### config.mk
export PLATFORM = sky130hd
export DESIGN_NAME = direction_input
export DESIGN_NICKNAME = d
export VERILOG_FILES = /design/src/rtl/sga_dir_pkg.sv /design/src/rtl/button_debouncer.sv /design/src/rtl/direction_input.sv
export SDC_FILE = /design/constraint.sdc
export NUM_CORES = 1
export LEC_CHECK = 0
export CORE_MARGIN = 1
export CORE_UTILIZATION = 45
export DETAILED_ROUTE_END_ITERATION = 16
export HOLD_SLACK_MARGIN = 0.02
export PLACE_DENSITY = 0.71
export SYNTH_ARGS = -nofsm -noshare
export SYNTH_HDL_FRONTEND = slang
export SYNTH_HIERARCHICAL = 1
export SYNTH_SLANG_ARGS = --single-unit
### constraint.sdc
create_clock -name clock -period 2.5 [get_ports clock]
set_clock_uncertainty 0.2 [all_clocks]
set_input_delay 0.375 -clock clock [delete_from_list [all_inputs] [get_ports clock]]
set_output_delay 0.375 -clock clock [all_outputs]
set_load 0.03 [all_outputs]
### src/rtl/sga_dir_pkg.sv
// Shared direction codes, FSM encodings and helpers for the snake direction input stage.
package sga_dir_pkg;

  typedef enum logic [1:0] {
    DIR_RIGHT = 2'b00,
    DIR_DOWN  = 2'b01,
    DIR_LEFT  = 2'b10,
    DIR_UP    = 2'b11
  } dir_e;

  typedef enum logic [3:0] {
    ST_IDLE   = 4'b0000,
    ST_RUN    = 4'b0001,
    ST_PAUSED = 4'b0010
  } state_e;

  localparam int NUM_BTNS = 4;

  // Flipping the axis-sign bit gives the 180-degree reversal.
  function automatic dir_e opposite(input dir_e d);
    return dir_e'(d ^ 2'b10);
  endfunction

endpackage

### src/rtl/button_debouncer.sv
// One button: 2-flop synchroniser, consecutive-cycle debounce counter, stable level
// and a single-cycle press pulse on its rising edge.
module button_debouncer #(
  parameter int DEBOUNCE_CYCLES = 4
) (
  input  logic clock,
  input  logic restart,
  input  logic btn_raw,
  output logic press
);

  localparam int CW = $clog2(DEBOUNCE_CYCLES + 1);
  localparam logic [CW-1:0] CNT_LAST = CW'(DEBOUNCE_CYCLES - 1);

  logic          sync1_q, sync2_q;
  logic          stable_q, stable_d;
  logic          prev_q;
  logic [CW-1:0] cnt_q, cnt_d;

  // Any cycle where the synchronised level agrees with the stable one restarts the count.
  always_comb begin
    stable_d = stable_q;
    cnt_d    = '0;
    if (sync2_q != stable_q) begin
      if (cnt_q == CNT_LAST) stable_d = sync2_q;
      else                   cnt_d    = cnt_q + 1'b1;
    end
  end

  always_ff @(posedge clock or posedge restart) begin
    if (restart) begin
      sync1_q  <= 1'b0;
      sync2_q  <= 1'b0;
      cnt_q    <= '0;
      stable_q <= 1'b0;
      prev_q   <= 1'b0;
    end else begin
      sync1_q  <= btn_raw;
      sync2_q  <= sync1_q;
      cnt_q    <= cnt_d;
      stable_q <= stable_d;
      prev_q   <= stable_q;
    end
  end

  assign press = stable_q & ~prev_q;

endmodule

### src/rtl/direction_input.sv
// Button conditioning and direction queue for the snake game. Define DIR_QUEUE_EN for a
// QUEUE_DEPTH-entry FIFO; otherwise a single latest-wins pending slot is used.
module direction_input
  import sga_dir_pkg::*;
#(
  parameter int DEBOUNCE_CYCLES = 4,
  parameter int QUEUE_DEPTH     = 2
) (
  input  logic       clock,
  input  logic       restart,
  input  logic [3:0] buttons,
  input  logic       enable,
  input  logic       pause,
  input  logic       move_tick,
  output logic [1:0] direction,
  output logic       pending,
  output logic [1:0] db_queue_count,
  output logic [3:0] db_state
);

  localparam int CW = $clog2(QUEUE_DEPTH + 1);

  logic [NUM_BTNS-1:0] press;
  logic                req_vld, legal, active, flush, go_run, push, pop;
  dir_e                req_dir, ref_dir;
  dir_e                dir_q, dir_d;
  state_e              state_q, state_d;
  logic [CW-1:0]       cnt_q, cnt_d;

  for (genvar b = 0; b < NUM_BTNS; b++) begin : g_btn
    button_debouncer #(.DEBOUNCE_CYCLES(DEBOUNCE_CYCLES)) u_db (
      .clock  (clock),
      .restart(restart),
      .btn_raw(buttons[b]),
      .press  (press[b])
    );
  end

  // Lowest button index wins when several presses land together.
  always_comb begin
    req_vld = 1'b0;
    req_dir = DIR_RIGHT;
    for (int b = NUM_BTNS - 1; b >= 0; b--) begin
      if (press[b]) begin
        req_vld = 1'b1;
        req_dir = dir_e'(2'(b));
      end
    end
  end

  always_comb begin
    state_d = state_q;
    flush   = 1'b0;
    go_run  = 1'b0;
    case (state_q)
      ST_IDLE: if (enable) begin
        state_d = ST_RUN;
        flush   = 1'b1;
        go_run  = 1'b1;
      end
      ST_RUN: if (!enable) begin
        state_d = ST_IDLE;
        flush   = 1'b1;
      end else if (pause) state_d = ST_PAUSED;
      ST_PAUSED: if (!enable) begin
        state_d = ST_IDLE;
        flush   = 1'b1;
      end else if (!pause) state_d = ST_RUN;
      default: begin
        state_d = ST_IDLE;
        flush   = 1'b1;
      end
    endcase
  end

  // Leaving RUN for IDLE suppresses this cycle's push/pop so the held direction survives.
  assign active = (state_q == ST_RUN) && enable;
  assign legal  = (req_dir != ref_dir) && (req_dir != opposite(ref_dir));
  assign pop    = active && move_tick && (cnt_q != '0);

`ifdef DIR_QUEUE_EN
  localparam int PW = $clog2(QUEUE_DEPTH);

  dir_e          mem_q [QUEUE_DEPTH];
  dir_e          mem_d [QUEUE_DEPTH];
  logic [PW-1:0] rd_q, rd_d, wr_q, wr_d, tail_idx;
  logic          full;

  assign tail_idx = wr_q - 1'b1;
  assign ref_dir  = (cnt_q != '0) ? mem_q[tail_idx] : dir_q;
  assign full     = (cnt_q == CW'(QUEUE_DEPTH));
  assign push     = active && req_vld && legal && (!full || pop);

  always_comb begin
    mem_d = mem_q;
    rd_d  = rd_q;
    wr_d  = wr_q;
    cnt_d = cnt_q;
    dir_d = dir_q;
    if (pop) begin
      dir_d = mem_q[rd_q];
      rd_d  = rd_q + 1'b1;
    end
    if (push) begin
      mem_d[wr_q] = req_dir;
      wr_d        = wr_q + 1'b1;
    end
    case ({push, pop})
      2'b10:   cnt_d = cnt_q + 1'b1;
      2'b01:   cnt_d = cnt_q - 1'b1;
      default: cnt_d = cnt_q;
    endcase
    if (flush) begin
      rd_d  = '0;
      wr_d  = '0;
      cnt_d = '0;
    end
    if (go_run) dir_d = DIR_RIGHT;
  end

  always_ff @(posedge clock or posedge restart) begin
    if (restart) begin
      for (int i = 0; i < QUEUE_DEPTH; i++) mem_q[i] <= DIR_RIGHT;
      rd_q <= '0;
      wr_q <= '0;
    end else begin
      mem_q <= mem_d;
      rd_q  <= rd_d;
      wr_q  <= wr_d;
    end
  end
`else
  dir_e slot_q, slot_d;

  assign ref_dir = dir_q;
  assign push    = active && req_vld && legal;

  always_comb begin
    slot_d = slot_q;
    cnt_d  = cnt_q;
    dir_d  = dir_q;
    if (pop) begin
      dir_d = slot_q;
      cnt_d = '0;
    end
    if (push) begin
      slot_d = req_dir;
      cnt_d  = CW'(1);
    end
    if (flush)  cnt_d = '0;
    if (go_run) dir_d = DIR_RIGHT;
  end

  always_ff @(posedge clock or posedge restart) begin
    if (restart) slot_q <= DIR_RIGHT;
    else         slot_q <= slot_d;
  end
`endif

  always_ff @(posedge clock or posedge restart) begin
    if (restart) begin
      state_q <= ST_IDLE;
      dir_q   <= DIR_RIGHT;
      cnt_q   <= '0;
    end else begin
      state_q <= state_d;
      dir_q   <= dir_d;
      cnt_q   <= cnt_d;
    end
  end

  assign direction      = dir_q;
  assign pending        = (cnt_q != '0);
  assign db_queue_count = 2'(cnt_q);
  assign db_state       = state_q;

endmodule
==> flow_summary.toml <==
[setup_path]
cp_slowest_stage_delay_ps = 710
r2r_end = "db_state[1]"
path_cells = "clkdlybuf4s50_1"
critPathRequiredTime_ps = 1920
r2r-start = "db_state[1]"
path_max_fanout = 6
arrival_ps = 1500
crit_path_end_kind = "output port"
worst-path-buf-inv = 1
r2r_setup_slack_ps = 870
worst_setup_path_start_kind = "flop"
cpMaxStageDelayCell = "clkdlybuf4s50_1"
path_class = "reg -> out"
critPathTopFamily = "buffers and inverters"
reg2reg_depth = 6

[flow_run]
timing.max_cap.violations = 0

[die]
die_y_um = 60.34
rows = 20
dieArea_um2 = 3640
core_area_um2 = 3128
die_w_um = 60.34
io_pins = 18
start_util_pct = 48.96

[timing]
fmax_mhz = 482.0
post-route-min-period_ps = 2075
rsz0062_at_grt = "no"
fin_crit_sh_pct = 82.98
whs_ps = 160.1
final-max-slew-violation-count = 0
finalSetupViolCount = 0
final_hold_viol_count = 0
tns_ps = 0

[synth]
synth_area_leader_cell = "dfrtp_1"
synth_common_cells = "dfrtp_1 (35), inv_1 (10), a21oi_1 (8), ha_1 (8)"
yosysUniqueCellTypes = 27
ys_seq_elements = 35
synth.top_cell.area_share_pct = 57.19
synth-seq-area-share_pct = 57.19
avgSynthCellArea_um2 = 12.76
yosys-top-cells-area = "dfrtp_1 (57%), ha_1 (6.5%), nor2b_4 (3.6%)"
synth_cells = 120
syn_area_um2 = 1531
ys.flop_type = "dfrtp_1"
synth_edf_count = 0
yosysMostFrequentCell = "dfrtp_1"
postSynth.asyncResetShare_pct = 100.0
synth_warnings = 6

[cells_and_area]
syn_to_final_growth_pct = 14.46
fillerInstances = 281
nNetsFinal = 155
regArea_um2 = 875.8
antenna_cells = 0
multiInputGateArea_um2 = 588.1
drive_above_1_share_pct = 15.94

[clocking]
htree_levels = 2
hold_buffers = 0
cts_tree = "done"
cts.repair.resized = 0
cts_buffers = 5
clock-sinks = 35
cts_setup_buffers = 0
clk_latency_ps = 320
cts_root_buf = "clkbuf_4"
cts.path.max_buffers = 2
path_clk_slew_ps = 90

[status]
status = "finished, final reports clean"

[routing]
wl_um = 2152
num_vias = 895
ant_nets = 0
vias_per_cell = 4.918
drt_iter0_markers = 88
post_drt_wl_per_cell_um = 11.82
drc = 0
first_pass_iters = 4

[worst_hold_path]
whs_endpoint = "g_btn[3].u_db/sync2_q"
min_path_cells = 0
hold_start = "g_btn[3].u_db/sync1_q"
hold_path_class = "reg -> reg"

[placed_design]
post-dp-hpwl_um = 1655
place.port_buffers = 14
place_congestion = 0.7704

[pwr]
power.density_nw_per_um2 = 983.4
ir_worst_vdd_v = 0.0003976
leakagePower_nw = 0.7848

[global_routing]
grt_pass1_vias = 865
grt_use_total_pct = 14.40
grt_overflow = 0
grt_max_degree = 12
antenna_found_initial = 0
grt_first_pass_wirelength_um = 3622
==> through the flow <==
step / worst slack [ps] / power, mW / cells / util [%] / area, um^2
finish: 425.4 / 1.724 / 182 / 56.04 / 1753
global placement: 628.4 / 1.408 / 175 / 54.24 / 1697
floorplan: 866.6 / 1.299 / 122 / - / 1539
CTS: 408.3 / 1.744 / 182 / 56.04 / 1753
detailed placement: 580.3 / 1.444 / 175 / 54.24 / 1697
global route: 343.9 / 1.857 / 182 / 56.04 / 1753
==> metal layers <==
layer	global-route usage (%)	vias to the layer above	routed length, um
met5	0	-	0
met4	9.967	0	60
met3	4.478	8	102
met2	23.70	21	1090
met1	15.89	431	898
li1	-	435	-
==> cells in the final DEF (no fill, tap or decap), types with 5 or more instances in the layout <==
| master | n |
|---|---|
| dfrtp_1 | 35 |
| clkdlybuf4s50_1 | 14 |
| inv_1 | 10 |
| a21oi_1 | 8 |
| ha_1 | 8 |
| xnor2_1 | 5 |
| nor3b_1 | 5 |
| clkbuf_4 | 5 |
==> area by class of cell <==
class	count	share of cell area, %
timing repair buffer	14	7.994
tap	44	3.141
multi-input combinational	72	33.55
sequential	35	49.96
inverter	10	2.141
clock inverter	1	0.2855
clock buffer	6	2.926
==> cell families after synthesis <==
group	synth area share [%]
and+or+nand+nor	16.18
other	0.2449
adders and majority gates	6.536
xor gates and xnor gates	2.859
DFF	57.19
AOI/OAI and AO/OA	7.190
muxes	4.902
buffers and inverters	4.902
==> how the worst max path moves through the flow <==
stage / startpoint / to / slack (ps) / cells past startpoint
after CTS: direction[0] / direction[0] / 410 / 1
after global routing: direction[0] / direction[0] / 340 / 1
after detailed placement: enable / db_queue_count[0] / 580 / 5
after floorplan: db_state[1] / db_state[0] / 870 / 6
after global placement: enable / db_queue_count[0] / 630 / 5
final: direction[0] / direction[0] / 430 / 1
==> report_power, final <==
group          internal [mW]  total (mW)  switching, mW
Sequential             0.715       0.812         0.0968
Clock                  0.130       0.296          0.166
Combinational          0.296       0.616          0.320
Total                   1.14        1.72          0.583
==> sequential cells by signal, summed over array words and instances, names as in the netlist <==
signal,flops
db_queue_count,1
db_state,2
direction,2
g_btn.u_db/cnt_q,12
g_btn.u_db/prev_q,4
g_btn.u_db/stable_q,4
g_btn.u_db/sync1_q,4
g_btn.u_db/sync2_q,4
slot_q,2
Power figures use the tool's default switching activity.
